--- config.mk ---
export PLATFORM = sky130hd
export DESIGN_NAME = siso_layer_scheduler
export DESIGN_NICKNAME = d
export VERILOG_FILES = /design/src/rtl/siso_layer_scheduler.sv
export SDC_FILE = /design/constraint.sdc
export NUM_CORES = 1
export LEC_CHECK = 0
export BUFFER_PORTS_ARGS = -buffer_cell sky130_fd_sc_hd__buf_2
export CORE_AREA = 4 4 71 79
export CTS_BUF_LIST = sky130_fd_sc_hd__clkbuf_2
export DETAILED_ROUTE_END_ITERATION = 12
export DIE_AREA = 0 0 75 83
export PLACE_DENSITY = 0.51
export SYNTH_ARGS = -nofsm -noshare
export SYNTH_HDL_FRONTEND = slang
export SYNTH_SLANG_ARGS = --single-unit
--- constraint.sdc ---
create_clock -name clk -period 1.7 [get_ports clk]
set_input_delay 0 -clock clk [delete_from_list [all_inputs] [get_ports clk]]
set_output_delay 0 -clock clk [all_outputs]
set_load 0.05 [all_outputs]
--- src/rtl/siso_layer_scheduler.sv ---
`default_nettype none
// ============================================================================
// Module      : siso_layer_scheduler
// Description : Layered-decoding read sequencer for one SISO row unit. It
//               sweeps row addresses for each layer and inserts gap cycles
//               between layers. After the last sweep it drains the row-unit
//               pipeline and then pulses done.
//               Optional macro EARLY_TERM_EN adds a syndrome_ok input. When
//               syndrome_ok is set, decoding stops after the current
//               iteration.
// Revision    : 1.0 - initial release
// ============================================================================
module siso_layer_scheduler #(
    parameter int LAYERS     = 2,
    parameter int ADDRDEPTH  = 20,
    parameter int ADDRWIDTH  = 5,
    parameter int PIPESTAGES = 12,
    parameter int LAYER_GAP  = 2,
    parameter int ITERBITS   = 4
) (
    input  logic                 clk,
    input  logic                 rst,
    input  logic                 start,
    input  logic [ITERBITS-1:0]  max_iter,
`ifdef EARLY_TERM_EN
    input  logic                 syndrome_ok,
`endif
    output logic                 rdlayer,
    output logic [ADDRWIDTH-1:0] rdaddress,
    output logic                 rden_LLR,
    output logic                 rden_E,
    output logic [ITERBITS-1:0]  iter_count,
    output logic                 busy,
    output logic                 done
);

    localparam int c_gap_w   = (LAYER_GAP > 2) ? $clog2(LAYER_GAP) : 1;
    localparam int c_drain_w = (PIPESTAGES > 0) ? $clog2(PIPESTAGES + 1) : 1;

    localparam logic [ADDRWIDTH-1:0] c_addr_last  = ADDRWIDTH'(ADDRDEPTH - 1);
    localparam logic                 c_layer_last = 1'(LAYERS - 1);
    localparam logic [c_gap_w-1:0]   c_gap_last   =
        (LAYER_GAP > 0) ? c_gap_w'(LAYER_GAP - 1) : c_gap_w'(0);
    localparam logic [c_drain_w-1:0] c_drain_last = c_drain_w'(PIPESTAGES);

    typedef enum logic [2:0] {
        S_IDLE  = 3'd0,
        S_SWEEP = 3'd1,
        S_GAP   = 3'd2,
        S_DRAIN = 3'd3,
        S_FIN   = 3'd4
    } state_t;

    state_t                r_state, w_state;
    logic                  r_layer, w_layer;
    logic [ADDRWIDTH-1:0]  r_addr, w_addr;
    logic [ITERBITS-1:0]   r_iter, w_iter;
    logic [ITERBITS-1:0]   r_last_iter, w_last_iter;
    logic [c_gap_w-1:0]    r_gap_cnt, w_gap_cnt;
    logic [c_drain_w-1:0]  r_drain_cnt, w_drain_cnt;
    logic                  r_rden_llr, w_rden_llr;
    logic                  r_rden_e, w_rden_e;
    logic                  r_busy, w_busy;
    logic                  r_done, w_done;

    logic                  w_wrap;
    logic                  w_adv_layer;
    logic [ITERBITS-1:0]   w_adv_iter;
    logic                  w_early;

`ifdef EARLY_TERM_EN
    assign w_early = syndrome_ok;
`else
    assign w_early = 1'b0;
`endif

    // Layer and iteration values that apply once the current sweep ends.
    assign w_wrap      = (r_layer == c_layer_last);
    assign w_adv_layer = w_wrap ? 1'b0 : (r_layer + 1'b1);
    assign w_adv_iter  = w_wrap ? (r_iter + ITERBITS'(1)) : r_iter;

    always_comb begin
        w_state     = r_state;
        w_layer     = r_layer;
        w_addr      = r_addr;
        w_iter      = r_iter;
        w_last_iter = r_last_iter;
        w_gap_cnt   = r_gap_cnt;
        w_drain_cnt = r_drain_cnt;
        w_rden_llr  = 1'b0;
        w_rden_e    = 1'b0;
        w_busy      = 1'b0;
        w_done      = 1'b0;

        // Every w_* output value is the one shown while in w_state.
        case (r_state)
            S_IDLE: begin
                if (start) begin
                    w_state     = S_SWEEP;
                    w_layer     = 1'b0;
                    w_addr      = '0;
                    w_iter      = '0;
                    w_last_iter = (max_iter == '0) ? '0 : (max_iter - ITERBITS'(1));
                    w_rden_llr  = 1'b1;
                    w_busy      = 1'b1;
                end
            end

            S_SWEEP: begin
                w_busy = 1'b1;
                if (r_addr != c_addr_last) begin
                    w_addr     = r_addr + ADDRWIDTH'(1);
                    w_rden_llr = 1'b1;
                    w_rden_e   = (r_iter != '0);
                end else if (w_wrap && ((r_iter == r_last_iter) || w_early)) begin
                    w_state     = S_DRAIN;
                    w_addr      = '0;
                    w_drain_cnt = '0;
                end else begin
                    w_layer = w_adv_layer;
                    w_iter  = w_adv_iter;
                    w_addr  = '0;
                    if (LAYER_GAP > 0) begin
                        w_state   = S_GAP;
                        w_gap_cnt = '0;
                    end else begin
                        w_rden_llr = 1'b1;
                        w_rden_e   = (w_adv_iter != '0);
                    end
                end
            end

            S_GAP: begin
                w_busy = 1'b1;
                if (r_gap_cnt == c_gap_last) begin
                    w_state    = S_SWEEP;
                    w_rden_llr = 1'b1;
                    w_rden_e   = (r_iter != '0);
                end else begin
                    w_gap_cnt = r_gap_cnt + c_gap_w'(1);
                end
            end

            S_DRAIN: begin
                w_busy = 1'b1;
                if (r_drain_cnt == c_drain_last) begin
                    w_state = S_FIN;
                    w_busy  = 1'b0;
                    w_done  = 1'b1;
                end else begin
                    w_drain_cnt = r_drain_cnt + c_drain_w'(1);
                end
            end

            S_FIN: begin
                w_state = S_IDLE;
            end

            default: begin
                w_state = S_IDLE;
            end
        endcase
    end

    always_ff @(posedge clk) begin
        if (rst) begin
            r_state     <= S_IDLE;
            r_layer     <= 1'b0;
            r_addr      <= '0;
            r_iter      <= '0;
            r_last_iter <= '0;
            r_gap_cnt   <= '0;
            r_drain_cnt <= '0;
            r_rden_llr  <= 1'b0;
            r_rden_e    <= 1'b0;
            r_busy      <= 1'b0;
            r_done      <= 1'b0;
        end else begin
            r_state     <= w_state;
            r_layer     <= w_layer;
            r_addr      <= w_addr;
            r_iter      <= w_iter;
            r_last_iter <= w_last_iter;
            r_gap_cnt   <= w_gap_cnt;
            r_drain_cnt <= w_drain_cnt;
            r_rden_llr  <= w_rden_llr;
            r_rden_e    <= w_rden_e;
            r_busy      <= w_busy;
            r_done      <= w_done;
        end
    end

    assign rdlayer    = r_layer;
    assign rdaddress  = r_addr;
    assign rden_LLR   = r_rden_llr;
    assign rden_E     = r_rden_e;
    assign iter_count = r_iter;
    assign busy       = r_busy;
    assign done       = r_done;

endmodule
`default_nettype wire

Word-level counts from Yosys, hierarchy flattened

Index checks and enable logic that the tools add are counted.
W data, S select, Z words.

Output and inout port bits: 14
Input bits: 7
Bits in read-only memories: 0
Bits in writable memories: 0
Bits in registers: 26
Memories kept: 0
Latch bits: 0

Magnitude comparators: 0
Div/mod/pow operators: 0
Multiply operators: 0
Bitwise gates (word level): 1
$add $sub $neg: 6
Reduce and logical (&&, ||, !) cells: 16
Muxes and demuxes: 38
Eq/ne operators: 14
Shift operators: 0

Operators by type and width:

| kind                  | count |
|---|---|
| $mux W4               | 8 |
| $ne A2 B2 Y1 const B  | 8 |
| $pmux W4 S2           | 2 |
| $mux W1               | 15 |
| $mux W3               | 4 |
| $pmux W3 S4           | 1 |
| $reduce_and A4 Y1     | 3 |
| $mux W5               | 2 |
| $pmux W5 S2           | 1 |
| $add A4 B1 Y4 const B | 2 |
| $eq A3 B2 Y1 const B  | 2 |
| $pmux W1 S2           | 3 |
| $pmux W1 S3           | 2 |
| $reduce_bool A2 Y1    | 3 |
| $add A5 B1 Y5 const B | 1 |
| $ne A5 B5 Y1 const B  | 1 |
| $reduce_and A5 Y1     | 1 |
| $eq A4 B4 Y1          | 1 |
| $eq A4 B4 Y1 const B  | 1 |
| $logic_not A4 Y1      | 1 |
| $reduce_and A2 Y1     | 2 |
| $reduce_bool A4 Y1    | 1 |
| $reduce_or A2 Y1      | 2 |
| $sub A4 B1 Y4 const B | 1 |
| other kinds (6)       | 7 |

Longest topological paths before layout

Depth after elaboration: 5
Mapped depth: 6

Worst setup path before layout

Ideal clock, no wire load.

Path type: register to register
From: reg r_addr[0], in the netlist rdaddress[0]
To: reg r_iter[2], in the netlist iter_count[2]
Path buffers: 1
Arrival: 1897 ps
Path slack: -320 ps
Stages on the path, launching flop included: 7
Clock period less this slack: 2020 ps
Library setup time: 123 ps
Cells stage by stage: dfxtp_1 ha_1 and4bb_4 buf_6 and3_1 nand3_1 mux2_1

Longest elaborated chain between the ends: 3

Ends and longest elaborated chain:

| element                            | RTL line | text |
|---|---|---|
| start: declaration                 | 56       | `logic [ADDRWIDTH-1:0] r_addr, w_addr;` |
| start signal: assignment           | 181      | `r_addr <= w_addr;` |
| $ne A5 B5 Y1                       | 111      | `if (r_addr != c_addr_last) begin` |
| $ne A2 B2 Y1 (no source line)      | n/a      |  |
| $reduce_and A5 Y1 (no source line) | n/a      |  |
| end signal: assignment             | 182      | `r_iter <= w_iter;` |
| end: declaration                   | 57       | `logic [ITERBITS-1:0] r_iter, w_iter;` |

No other way between the ends.
A chain may end at the register's enable or synchronous reset.

Worst setup path after layout

From: reg r_addr[0], in the netlist rdaddress[0]
To: reg r_iter[3], in the netlist iter_count[3]

The elaborated chain is that of the path after synthesis.

==> results.sh <==
export IMPL_num_vias=1241
export IMPL_grt_busiest_layer="met2"
export IMPL_min_period_ns=1.61
export IMPL_dr_first_iter_drc_count=47
export IMPL_grt_max_degree=18
export IMPL_syn_to_final_growth_pct=24.7
export IMPL_fmax_mhz=622
export IMPL_final_cell_area_um2=1750
export IMPL_start_kind="register"
export IMPL_clk_path_buf_depth=2
export IMPL_ys_async_sr_fraction=0
export IMPL_cp_max_fo=11
export IMPL_whs_ns=0.0564
export IMPL_synth_seq_cells=26
export IMPL_gp_congestion=0.729
export IMPL_power_density_nw_per_um2=734
export IMPL_drv_cap=0
export IMPL_status="finished clean"
export IMPL_worst_slew_pin_slew_ns=0.465
export IMPL_totalWireLength_um=3180
export IMPL_placed_cells=236
export IMPL_cts_sinks=26
export IMPL_cts_made_buffers=3
export IMPL_cp_end_kind="register"
export IMPL_grt_pass1_vias=1204
export IMPL_die_w_um=75
export IMPL_synthFlopType="dfxtp_1"
export IMPL_place_hpwl_um=2370
export IMPL_synth_top_area_share=0.371
export IMPL_fp_dieH_um=83
export IMPL_max_vdd_ir_drop_mv=0.382
export IMPL_dpl_cell_area_um2=1630
export IMPL_synth_mux_area_frac=0.0304
export IMPL_p_sw_uw=352
export IMPL_avgRoutedWirePerCell_um=12.9
export IMPL_clockRootBuffer="clkbuf_2"
export IMPL_drtPass1Iterations=2
export IMPL_drive_above_1_share=0.302
export IMPL_gr_usage_met2=0.181
export IMPL_synth_nets=167
export IMPL_synth_adder_area_share=0.0446
export IMPL_p_int_uw=932
export IMPL_synthTopCellsByCount="dfxtp_1, nor2_1, a21oi_1"
export IMPL_grt_util_met1=0.153
export IMPL_finalNonFillerCells=247
export IMPL_slew_limit_headroom=0.682
export IMPL_grt_setup_unrepaired="no"
export IMPL_io_pin_count=21
export IMPL_via_per_inst=5.02
export IMPL_netSwitchingFraction=0.274
export IMPL_nets=202
export IMPL_synth_simple_area_share=0.308
export IMPL_antenna_found_initial=0
export IMPL_yosysMostFrequentCell="dfxtp_1"
export IMPL_p_leak_uw=0.000650
export IMPL_coreArea_um2=4900
export IMPL_syn_area_per_cell_um2=9.04
export IMPL_post_cts_setup_buffer_count=0
export IMPL_fp_row_count=27
export IMPL_criticalPathCategory="register to register"
export IMPL_grt_pass1_wl_um=5640
export IMPL_path_clk_slew_ns=0.27
export IMPL_required_ns=2.01
export IMPL_fillers=525
export IMPL_yosysTopAreaCell="dfxtp_1"
export IMPL_grt_ovfl_total=0
export IMPL_syn_inst=155
export IMPL_combinationalPowerShare=0.174
export IMPL_start_util=0.286
export IMPL_p_seq_frac=0.513
export IMPL_insertion_delay_ns=0.37
export IMPL_track_usage=0.113
export IMPL_ctsHtreeMaxLevel=1
export IMPL_n_antenna_cell=0
export IMPL_netlist_area_um2=1400
export IMPL_setup_viol=0
export IMPL_slew_violations=0
export IMPL_min_period_over_period=0.946
export IMPL_grt_util_met3=0.0194
export IMPL_drc_errors=0
export IMPL_synth_area_top_cells="dfxtp_1, a21oi_1, ha_1, nor2_1, a311oi_1"
export IMPL_final_hold_violation_count=0
export IMPL_synth_edff_count=0
export IMPL_skew_ns=0.0199
export IMPL_synth_xor_area_share=0.0250
export IMPL_die_area_um2=6230
export IMPL_io_buffers=20
export IMPL_ys_seq_area_frac=0.371
export IMPL_cts_tree="yes"
export IMPL_synth_warnings=0
export IMPL_critPathArrivalTime_ns=1.92
export IMPL_hold_class="input pin to register"
export IMPL_synth_top_family_by_area="simple AND/OR/NAND/NOR gates"
export IMPL_clockPowerShare=0.313
export IMPL_finalSetupTns_ns=0
export IMPL_ys_types=48
export IMPL_ant_nets=0
export IMPL_synth_compound_area_frac=0.173
-- area by class of cell --
cell class	instances	area, um2	area share
clock buffers	3	15.0	0.00859
clock inverters	1	30.0	0.0172
inverters	4	15.0	0.00859
multi-input cells	118	831	0.475
flip-flops and latches	26	539	0.309
well taps	58	72.6	0.0415
repair buffers	37	245	0.140
-- per-stage QoR --
step                power (uW)  setup slack [ns]  utilization
floorplan                  818            0.0181            -
global placement           883            0.0860        0.332
detailed placement         882            0.0509        0.332
CTS                       1300            0.0471        0.355
global route              1350           0.00397        0.357
finish                    1280            0.0913        0.357
-- sequential cells by signal, indices dropped and copies added, names as in the netlist --
name         cells
r_state          3
rdlayer          1
r_gap_cnt        1
iter_count       4
rdaddress        5
busy             1
rden_LLR         1
done             1
r_drain_cnt      4
rden_E           1
r_last_iter      4
-- power by group through the flow --
stage | clock network (uW) | logic (uW) | registers, uW
CTS | 414 | 224 | 659
detailed placement | 0 | 211 | 670
global placement | 0 | 212 | 671
finish | 401 | 223 | 659
global route | 436 | 250 | 665
floorplan | 0 | 130 | 689
-- placed cells by master (no fill, tap or decap), types with 5 or more instances in the layout --
cell type,netlist,routed
dlygate4sd3_1,0,7
nand3_1,8,8
a311oi_1,6,6
nand2_1,8,8
o21ai_0,5,5
buf_4,0,10
nor3b_1,5,5
nor2_1,16,16
buf_2,2,20
dfxtp_1,26,15
dfxtp_2,0,9
a21oi_1,13,13
-- kinds of logic (layout without fill, tap and decap cells) --
logic type      Yosys count  after routing
compound gates           36             36
xor+xnor                  4              4
fa+ha+maj                 5              5
buf+inv                  11             45
flops                    26             26
mux                       4              4
simple gates             69             69
-- what timing repair did --
item                       in CTS  in global routing
hold buffers                    7                  0
resized for setup               0                  4
setup endpoints to repair       0                  4
hold endpoints to repair        9                  0
-- worst max-delay path, stage by stage (launching register included) --
cell	delay [ns]
dfxtp_4	0.43
ha_4	0.15
and4bb_4	0.33
nand3_2	0.10
nor3_1	0.20
mux2_2	0.35
-- routing by layer --
layer  up-vias  part of all wire  wire, um
li1        638                 -         -
met2        15              0.48      1540
met5         -                 0         0
met4         0             0.014        44
met3         5             0.029        91
met1       583              0.47      1500
-- final timing paths --
kind / startpoint / to / slack [ns] / cells past startpoint
worst max-delay path: rdaddress[0] / iter_count[3] / 0.09 / 5
worst min-delay path: start / busy / 0.06 / 4
worst min register to register: r_last_iter[3] / r_last_iter[3] / 0.49 / 2
worst max register to register: rdaddress[0] / iter_count[3] / 0.09 / 5
(Power assumes the default switching activity.)
